--- src/rtl/object_mover_pkg.sv ---
// Shared types and screen constants for the object_mover sprite position generator.
package object_mover_pkg;

  typedef enum logic {ACTIVE, RESPAWN} mover_state_t;
  typedef enum logic {BND_CLAMP, BND_WRAP} bnd_mode_t;

  localparam int SCREEN_W = 640;
  localparam int SCREEN_H = 480;
  localparam int POS_W    = 32;

endpackage

--- src/rtl/object_mover_if.sv ---
// Control/status bundle between a frame/keyboard source and one object_mover instance.
interface object_mover_if;

  logic        startOfFrame;
  logic        hit;
  logic        right;
  logic        left;
  logic        up;
  logic        down;
  logic        wrapX;
  logic        wrapY;
  logic [10:0] topLeftX;
  logic [10:0] topLeftY;
  logic        active;
  logic        edgeHit;

  modport master (
    output startOfFrame, hit, right, left, up, down, wrapX, wrapY,
    input  topLeftX, topLeftY, active, edgeHit
  );

  modport slave (
    input  startOfFrame, hit, right, left, up, down, wrapX, wrapY,
    output topLeftX, topLeftY, active, edgeHit
  );

endinterface

--- src/rtl/object_mover_axis.sv ---
// One fixed-point axis (module mover_axis): velocity, position and limit handling.
// Define OBJECT_MOVER_ACCEL_EN for ramped velocity instead of instant speed.
module mover_axis
  import object_mover_pkg::*;
#(
  parameter int DATA_W    = POS_W,
  parameter int FRAC_BITS = 6,
  parameter int INIT      = 320,
  parameter int SPEED     = 128,
  parameter int MIN       = 0,
`ifdef OBJECT_MOVER_ACCEL_EN
  parameter int ACCEL     = 16,
`endif
  parameter int MAX       = 639
) (
  input  logic        clk,
  input  logic        resetN,
  input  logic        update_i,
  input  logic        load_i,
  input  logic        neg_i,
  input  logic        pos_i,
  input  bnd_mode_t   wrap_i,
  output logic [10:0] pos_out_o,
  output logic        edge_o
);

  localparam logic signed [DATA_W-1:0] INIT_S  = DATA_W'(INIT * (2 ** FRAC_BITS));
  localparam logic signed [DATA_W-1:0] SPD_S   = DATA_W'(SPEED);
  localparam logic signed [DATA_W-1:0] MIN_S   = DATA_W'(MIN * (2 ** FRAC_BITS));
  localparam logic signed [DATA_W-1:0] MAX_S   = DATA_W'(MAX * (2 ** FRAC_BITS));
  localparam logic signed [DATA_W-1:0] RANGE_S = DATA_W'((MAX - MIN + 1) * (2 ** FRAC_BITS));
`ifdef OBJECT_MOVER_ACCEL_EN
  localparam logic signed [DATA_W-1:0] ACC_S   = DATA_W'(ACCEL);
`endif

  logic signed [DATA_W-1:0] pos_q, pos_d;
  logic signed [DATA_W-1:0] vel_q, vel_d;
  logic signed [DATA_W-1:0] target;
  logic signed [DATA_W-1:0] sum;
  logic                     edge_q, edge_d;
`ifdef OBJECT_MOVER_ACCEL_EN
  logic signed [DATA_W-1:0] vel_step;

  function automatic logic signed [DATA_W-1:0] step_toward(
    input logic signed [DATA_W-1:0] v,
    input logic signed [DATA_W-1:0] t
  );
    if (t > v)      return ((t - v) > ACC_S) ? v + ACC_S : t;
    else if (t < v) return ((v - t) > ACC_S) ? v - ACC_S : t;
    else            return v;
  endfunction
`endif

  function automatic logic out_of_range(input logic signed [DATA_W-1:0] v);
    return (v > MAX_S) || (v < MIN_S);
  endfunction

  // Landing exactly on a limit stays put; only strict overshoot is clamped or wrapped.
  function automatic logic signed [DATA_W-1:0] apply_bounds(
    input logic signed [DATA_W-1:0] v,
    input bnd_mode_t                mode
  );
    if (v > MAX_S) return (mode == BND_WRAP) ? v - RANGE_S : MAX_S;
    if (v < MIN_S) return (mode == BND_WRAP) ? v + RANGE_S : MIN_S;
    return v;
  endfunction

  always_comb begin
    if (pos_i && !neg_i)      target = SPD_S;
    else if (neg_i && !pos_i) target = -SPD_S;
    else                      target = '0;
  end

  always_comb begin
`ifdef OBJECT_MOVER_ACCEL_EN
    vel_step = step_toward(vel_q, target);
    sum      = pos_q + vel_step;
    vel_d    = update_i ? vel_step : vel_q;
`else
    sum      = pos_q + vel_q;
    vel_d    = target;
`endif
    pos_d  = pos_q;
    edge_d = 1'b0;
    if (update_i) begin
      pos_d  = apply_bounds(sum, wrap_i);
      edge_d = out_of_range(sum);
`ifdef OBJECT_MOVER_ACCEL_EN
      if (out_of_range(sum) && (wrap_i == BND_CLAMP)) vel_d = '0;
`endif
    end
    if (load_i) begin
      pos_d  = INIT_S;
      vel_d  = '0;
      edge_d = 1'b0;
    end
  end

  always_ff @(posedge clk or negedge resetN) begin
    if (!resetN) begin
      pos_q  <= INIT_S;
      vel_q  <= '0;
      edge_q <= 1'b0;
    end else begin
      pos_q  <= pos_d;
      vel_q  <= vel_d;
      edge_q <= edge_d;
    end
  end

  assign pos_out_o = 11'(pos_q >>> FRAC_BITS);
  assign edge_o    = edge_q;

endmodule

--- src/rtl/object_mover.sv ---
// Two-axis sprite mover with hit-triggered frozen respawn period.
// Optional macro OBJECT_MOVER_ACCEL_EN selects ramped velocity in both axes.
module object_mover
  import object_mover_pkg::*;
#(
  parameter int INITIAL_X      = 320,
  parameter int INITIAL_Y      = 450,
  parameter int X_SPEED        = 128,
  parameter int Y_SPEED        = 0,
  parameter int FRAC_BITS      = 6,
  parameter int MIN_X          = 0,
  parameter int MAX_X          = SCREEN_W - 1,
  parameter int MIN_Y          = 0,
  parameter int MAX_Y          = SCREEN_H - 1,
`ifdef OBJECT_MOVER_ACCEL_EN
  parameter int ACCEL          = 16,
`endif
  parameter int RESPAWN_FRAMES = 60
) (
  input  logic          clk,
  input  logic          resetN,
  object_mover_if.slave bus
);

  localparam int CNT_W = (RESPAWN_FRAMES > 0) ? $clog2(RESPAWN_FRAMES + 1) : 1;

  mover_state_t     state_q;
  logic [CNT_W-1:0] cnt_q;
  logic             active_q;
  logic             is_active;
  logic             load;
  logic             update;
  logic             edge_x, edge_y;

  // Hit takes priority over a coincident frame update; keys are masked while respawning.
  assign is_active = (state_q == ACTIVE);
  assign load      = is_active && bus.hit;
  assign update    = is_active && bus.startOfFrame && !bus.hit;

  always_ff @(posedge clk or negedge resetN) begin
    if (!resetN) begin
      state_q  <= ACTIVE;
      cnt_q    <= '0;
      active_q <= 1'b1;
    end else begin
      case (state_q)
        ACTIVE: begin
          if (bus.hit) begin
            state_q  <= RESPAWN;
            cnt_q    <= CNT_W'(RESPAWN_FRAMES);
            active_q <= 1'b0;
          end
        end
        RESPAWN: begin
          if (cnt_q == '0) begin
            state_q  <= ACTIVE;
            active_q <= 1'b1;
          end else if (bus.startOfFrame) begin
            cnt_q <= cnt_q - 1'b1;
          end
        end
        default: begin
          state_q  <= ACTIVE;
          active_q <= 1'b1;
        end
      endcase
    end
  end

  mover_axis #(
    .FRAC_BITS (FRAC_BITS),
    .INIT      (INITIAL_X),
    .SPEED     (X_SPEED),
    .MIN       (MIN_X),
`ifdef OBJECT_MOVER_ACCEL_EN
    .ACCEL     (ACCEL),
`endif
    .MAX       (MAX_X)
  ) u_axis_x (
    .clk       (clk),
    .resetN    (resetN),
    .update_i  (update),
    .load_i    (load),
    .neg_i     (bus.left  && is_active),
    .pos_i     (bus.right && is_active),
    .wrap_i    (bnd_mode_t'(bus.wrapX)),
    .pos_out_o (bus.topLeftX),
    .edge_o    (edge_x)
  );

  mover_axis #(
    .FRAC_BITS (FRAC_BITS),
    .INIT      (INITIAL_Y),
    .SPEED     (Y_SPEED),
    .MIN       (MIN_Y),
`ifdef OBJECT_MOVER_ACCEL_EN
    .ACCEL     (ACCEL),
`endif
    .MAX       (MAX_Y)
  ) u_axis_y (
    .clk       (clk),
    .resetN    (resetN),
    .update_i  (update),
    .load_i    (load),
    .neg_i     (bus.up   && is_active),
    .pos_i     (bus.down && is_active),
    .wrap_i    (bnd_mode_t'(bus.wrapY)),
    .pos_out_o (bus.topLeftY),
    .edge_o    (edge_y)
  );

  assign bus.active  = active_q;
  assign bus.edgeHit = edge_x | edge_y;

endmodule

--- src/flat_wrapper.sv ---
// flat-port wrapper written by rule: the top's interface ports become plain ports
module object_mover_flat import object_mover_pkg::*;
#(
  parameter int INITIAL_X      = 320,
  parameter int INITIAL_Y      = 450,
  parameter int X_SPEED        = 128,
  parameter int Y_SPEED        = 0,
  parameter int FRAC_BITS      = 6,
  parameter int MIN_X          = 0,
  parameter int MAX_X          = SCREEN_W - 1,
  parameter int MIN_Y          = 0,
  parameter int MAX_Y          = SCREEN_H - 1,

  parameter int RESPAWN_FRAMES = 60
)
  (clk, resetN, bus_startOfFrame, bus_hit, bus_right, bus_left, bus_up, bus_down, bus_wrapX, bus_wrapY, bus_topLeftX, bus_topLeftY, bus_active, bus_edgeHit);
  object_mover_if bus_i ();
  input  logic clk;
  input  logic resetN;
  input wire logic [$bits(bus_i.startOfFrame)-1:0] bus_startOfFrame;
  input wire logic [$bits(bus_i.hit)-1:0] bus_hit;
  input wire logic [$bits(bus_i.right)-1:0] bus_right;
  input wire logic [$bits(bus_i.left)-1:0] bus_left;
  input wire logic [$bits(bus_i.up)-1:0] bus_up;
  input wire logic [$bits(bus_i.down)-1:0] bus_down;
  input wire logic [$bits(bus_i.wrapX)-1:0] bus_wrapX;
  input wire logic [$bits(bus_i.wrapY)-1:0] bus_wrapY;
  output wire logic [$bits(bus_i.topLeftX)-1:0] bus_topLeftX;
  output wire logic [$bits(bus_i.topLeftY)-1:0] bus_topLeftY;
  output wire logic [$bits(bus_i.active)-1:0] bus_active;
  output wire logic [$bits(bus_i.edgeHit)-1:0] bus_edgeHit;
  assign bus_i.startOfFrame = bus_startOfFrame;
  assign bus_i.hit = bus_hit;
  assign bus_i.right = bus_right;
  assign bus_i.left = bus_left;
  assign bus_i.up = bus_up;
  assign bus_i.down = bus_down;
  assign bus_i.wrapX = bus_wrapX;
  assign bus_i.wrapY = bus_wrapY;
  assign bus_topLeftX = bus_i.topLeftX;
  assign bus_topLeftY = bus_i.topLeftY;
  assign bus_active = bus_i.active;
  assign bus_edgeHit = bus_i.edgeHit;
  object_mover #(.INITIAL_X(INITIAL_X), .INITIAL_Y(INITIAL_Y), .X_SPEED(X_SPEED), .Y_SPEED(Y_SPEED), .FRAC_BITS(FRAC_BITS), .MIN_X(MIN_X), .MAX_X(MAX_X), .MIN_Y(MIN_Y), .MAX_Y(MAX_Y), .RESPAWN_FRAMES(RESPAWN_FRAMES)) u_core (.clk(clk), .resetN(resetN), .bus(bus_i));
endmodule
--- config.mk ---
export PLATFORM = sky130hd
export DESIGN_NAME = object_mover_flat
export DESIGN_NICKNAME = d
export VERILOG_FILES = /design/src/rtl/object_mover_pkg.sv /design/src/rtl/object_mover_if.sv /design/src/rtl/object_mover_axis.sv /design/src/rtl/object_mover.sv /design/src/flat_wrapper.sv
export SDC_FILE = /design/constraint.sdc
export NUM_CORES = 1
export LEC_CHECK = 0
export BUFFER_PORTS_ARGS = -buffer_cell sky130_fd_sc_hd__buf_2
export CORE_MARGIN = 5
export CORE_UTILIZATION = 63
export CTS_CLUSTER_SIZE = 14
export DETAILED_ROUTE_END_ITERATION = 6
export PLACE_DENSITY = 0.88
export SYNTH_ARGS = -nofsm -noshare
export SYNTH_HDL_FRONTEND = slang
export SYNTH_SLANG_ARGS = --single-unit
export TNS_END_PERCENT = 100
--- constraint.sdc ---
create_clock -name clk -period 4.6 [get_ports clk]
set_input_delay 0.46 -clock clk [delete_from_list [all_inputs] [get_ports clk]]
set_output_delay 0.46 -clock clk [all_outputs]
set_load 0.02 [all_outputs]
==> results.ini <==
[outcome]
outcome=finished, final reports clean

[route]
drt_first_pass_iters=5
avgViaCountPerCell=6.51
ant_nets=0
drcViolationCount=0
drtIter0Drc=532
routed_wl_mm=16.4
wire_per_inst_um=17.8
vias=5986

[clocking]
post-cts-setup-buffers=0
cts_hold_buf=0
cts.sinks=70
clock_latency_ns=0.36
cts_tree=built
cts.reportedPaths.clkPinSlew_ns=0.09
h-tree-depth=3
root_buffer=clkbuf_8
clock_path_buffers=2
cts_buffers=9
ctsResizeCount=0

[critical_path]
cp-end-kind=register
worstPathArrival_ns=4.46
crit-reg2reg-launch=u_core.u_axis_x.vel_q[30]
reg2reg_depth=12
cp_common_cell=a2111oi_4
r2r_setup_slack_ns=0.41
worst-setup-path-type=reg -> reg
worstSetupStartpointType=register
worstReg2RegEnd=u_core.u_axis_x.pos_q[23]
cp_slowest_cell=dfrtp_1
cp_data_required_time_ns=4.87
crit_chain=buf_4 -> ha_1 -> nand4_1 -> a2111oi_4 -> a22oi_4 -> a2111oi_4 -> o21ai_2 -> a221oi_4 -> nand4_4 -> o21ai_4 -> or4b_1 -> a31oi_1
critical-path-max-stage-delay_ns=0.50
cp_top_family=compound AO/OA/AOI/OAI gates
crit_start=u_core.u_axis_x.vel_q[30]
cp_max_fo=12
cp_num_buf_inv=1

[power]
p_clk_share_pct=15.5
share_seq_of_total_power_pct=29.8
vdd_drop_max_mv=0.313
p_int_mw=1.77
switching_share_pct=47.1
cellLeakagePower_nw=2.80
pwr_density_cell_mw_per_mm2=503
p_switching_mw=1.57
p_comb_share_pct=54.7

[global_routing]
track_usage_pct=26.3
antenna_found_initial=0
grt_start_max_net_pins=39
grt_pass1_wl_mm=27.2
grt_overflow=0
grt_pass1_vias=5724

[timing]
slew_violations=0
tightest_slew_ns=0.860
fin_skew_ns=0.0135
fin_tns_setup_ns=0
min_period_ns=4.19
hold_slack_ns=0.160
max_freq_mhz=239
grt_setup_unrepaired=no
setup_viol=0
finalCritPeriodShare_pct=91.0
hold_viol=0
relSlewSlack_pct=42.6

[die]
die_y_um=111
io_pins=34
num_rows=36
fp.dieArea_mm2=0.0123
initial_utilization_pct=64.9
core_mm2=0.00986
die_width_um=111

[hold_path]
min_path_type=in -> async

[logic_synthesis]
syn-num-nets=832
synth-edff-count=0
synth.yosys.seq_area_share_pct=27.5
ys_ff_latch=70
async_flop_share_pct=100
avgSynthCellArea_um2=8.11
synth_cell_types=94
syn_inst=789
yosys_warnings=0
synth_top_flop_cell=dfrtp_1
syn_area_mm2=0.00640

[final_layout]
final_layout_size_suffix_gt1_share_pct=14.2
antennaDiodeCount=0
ff_latch_area_mm2=0.00176
final_common_cell=nand2_1
area_growth_pct=3.89
nets=825
postLayoutCellArea_mm2=0.00665
postLayoutCoreUtil_pct=67.4
multi_input_area_mm2=0.00423
layout_common_cells=103 x nand2_1, 67 x o21ai_0, 63 x dfrtp_1, 62 x nor2_1, 54 x a21oi_1
n_fill_cell=811

[flow_run]
cap_violations=0

[placement]
post-dp-hpwl_mm=12.0
gp_congestion=0.969
dpl-instance-area_mm2=0.00645
io_buffer_count=31

[kinds of logic (layout without fill, tap and decap cells)]
group | after synthesis | after routing | synth area share (%)
adder cells (fa/ha/maj) | 33 | 33 | 6.57
multiplexers | 7 | 7 | 1.13
buffers and inverters | 76 | 73 | 6.45
flip-flops | 70 | 70 | 27.5
AND/OR/NAND/NOR | 314 | 314 | 25.0
XOR/XNOR | 32 | 32 | 4.79
AO/OA/AOI/OAI | 257 | 257 | 28.6
[cell type report]
cell class,instances,area share (%)
multi-input cells,643,63.6
flip-flops and latches,70,26.5
repair buffers,42,3.57
well taps,133,2.50
clock buffers,10,2.07
clock inverters,5,0.903
inverters,16,0.903
[per-layer routing]
| metal | track usage (%) | up-vias | part of all wire, % |
|---|---|---|---|
| li1 | - | 2883 | - |
| met1 | 33.0 | 2806 | 42 |
| met2 | 44.5 | 246 | 47 |
| met3 | 3.77 | 51 | 7.3 |
| met4 | 12.4 | 0 | 3.4 |
| met5 | 0 | - | 0 |
[power by group through the flow]
| stage | logic (mW) | clock network [mW] | registers (mW) |
|---|---|---|---|
| floorplan | 1.56 | 0 | 0.923 |
| finish | 1.83 | 0.518 | 0.997 |
| global placement | 1.74 | 0 | 0.991 |
| CTS | 1.80 | 0.521 | 0.992 |
| global route | 1.99 | 0.550 | 1.03 |
| detailed placement | 1.79 | 0 | 1.00 |
[cell usage after synthesis, types with 4 or more instances]
| cell type | count | area [µm²] |
|---|---|---|
| dfrtp_1 | 63 | 1580 |
| nor2_1 | 62 | 233 |
| o31ai_1 | 16 | 120 |
| o21ai_0 | 67 | 335 |
| or4_1 | 4 | 30.0 |
| a31oi_1 | 8 | 50.1 |
| xor2_1 | 9 | 78.8 |
| o21a_1 | 9 | 67.6 |
| xnor2_1 | 21 | 184 |
| nand3_1 | 16 | 80.1 |
| nor2b_1 | 26 | 163 |
| a211oi_1 | 7 | 52.6 |
| buf_4 | 25 | 188 |
| a21oi_2 | 6 | 52.6 |
| a2bb2oi_1 | 4 | 35.0 |
| nor4_1 | 9 | 56.3 |
| o21ai_2 | 4 | 35.0 |
| and3_1 | 6 | 37.5 |
| o21ai_1 | 8 | 40.0 |
| buf_6 | 4 | 45.0 |
| dfstp_2 | 7 | 184 |
| a32oi_1 | 4 | 35.0 |
| nand4_1 | 13 | 81.3 |
| ha_1 | 32 | 400 |
| a22oi_1 | 7 | 52.6 |
| o211ai_1 | 8 | 60.1 |
| nand2b_1 | 8 | 50.1 |
| nand2_1 | 103 | 387 |
| inv_1 | 16 | 60.1 |
| a221oi_1 | 4 | 35.0 |
| a21oi_1 | 54 | 270 |
| and2_1 | 9 | 56.3 |
| nor3_1 | 28 | 140 |
| clkbuf_1 | 28 | 105 |
| mux2i_1 | 5 | 50.1 |
[flip-flops by register name, summed over array words and instances, names as in the netlist]
name                    count
u_core.state_q              1
u_core.u_axis_y.pos_q      32
u_core.bus.active           1
u_core.u_axis_x.edge_o      1
u_core.u_axis_x.vel_q       2
u_core.u_axis_x.pos_q      26
u_core.cnt_q                6
u_core.u_axis_y.edge_o      1
[stage by stage]
stage | instances | setup slack, ns | total power, mW
after global routing | 919 | 0.160 | 3.57
after detailed placement | 904 | 0.479 | 2.79
after CTS | 919 | 0.440 | 3.31
after global placement | 904 | 0.566 | 2.73
final | 919 | 0.413 | 3.34
after floorplan | 789 | 0.644 | 2.48
[how the worst max path moves through the flow]
stage	to	slack (ns)	cells after the start
floorplan	u_core.u_axis_x.pos_q[25]	0.64	15
global placement	u_core.u_axis_x.pos_q[23]	0.57	12
detailed placement	u_core.u_axis_x.pos_q[23]	0.48	12
CTS	u_core.u_axis_x.pos_q[23]	0.44	12
global route	u_core.u_axis_x.pos_q[30]	0.16	13
finish	u_core.u_axis_x.pos_q[23]	0.41	12
Power figures use the tool's default switching activity.
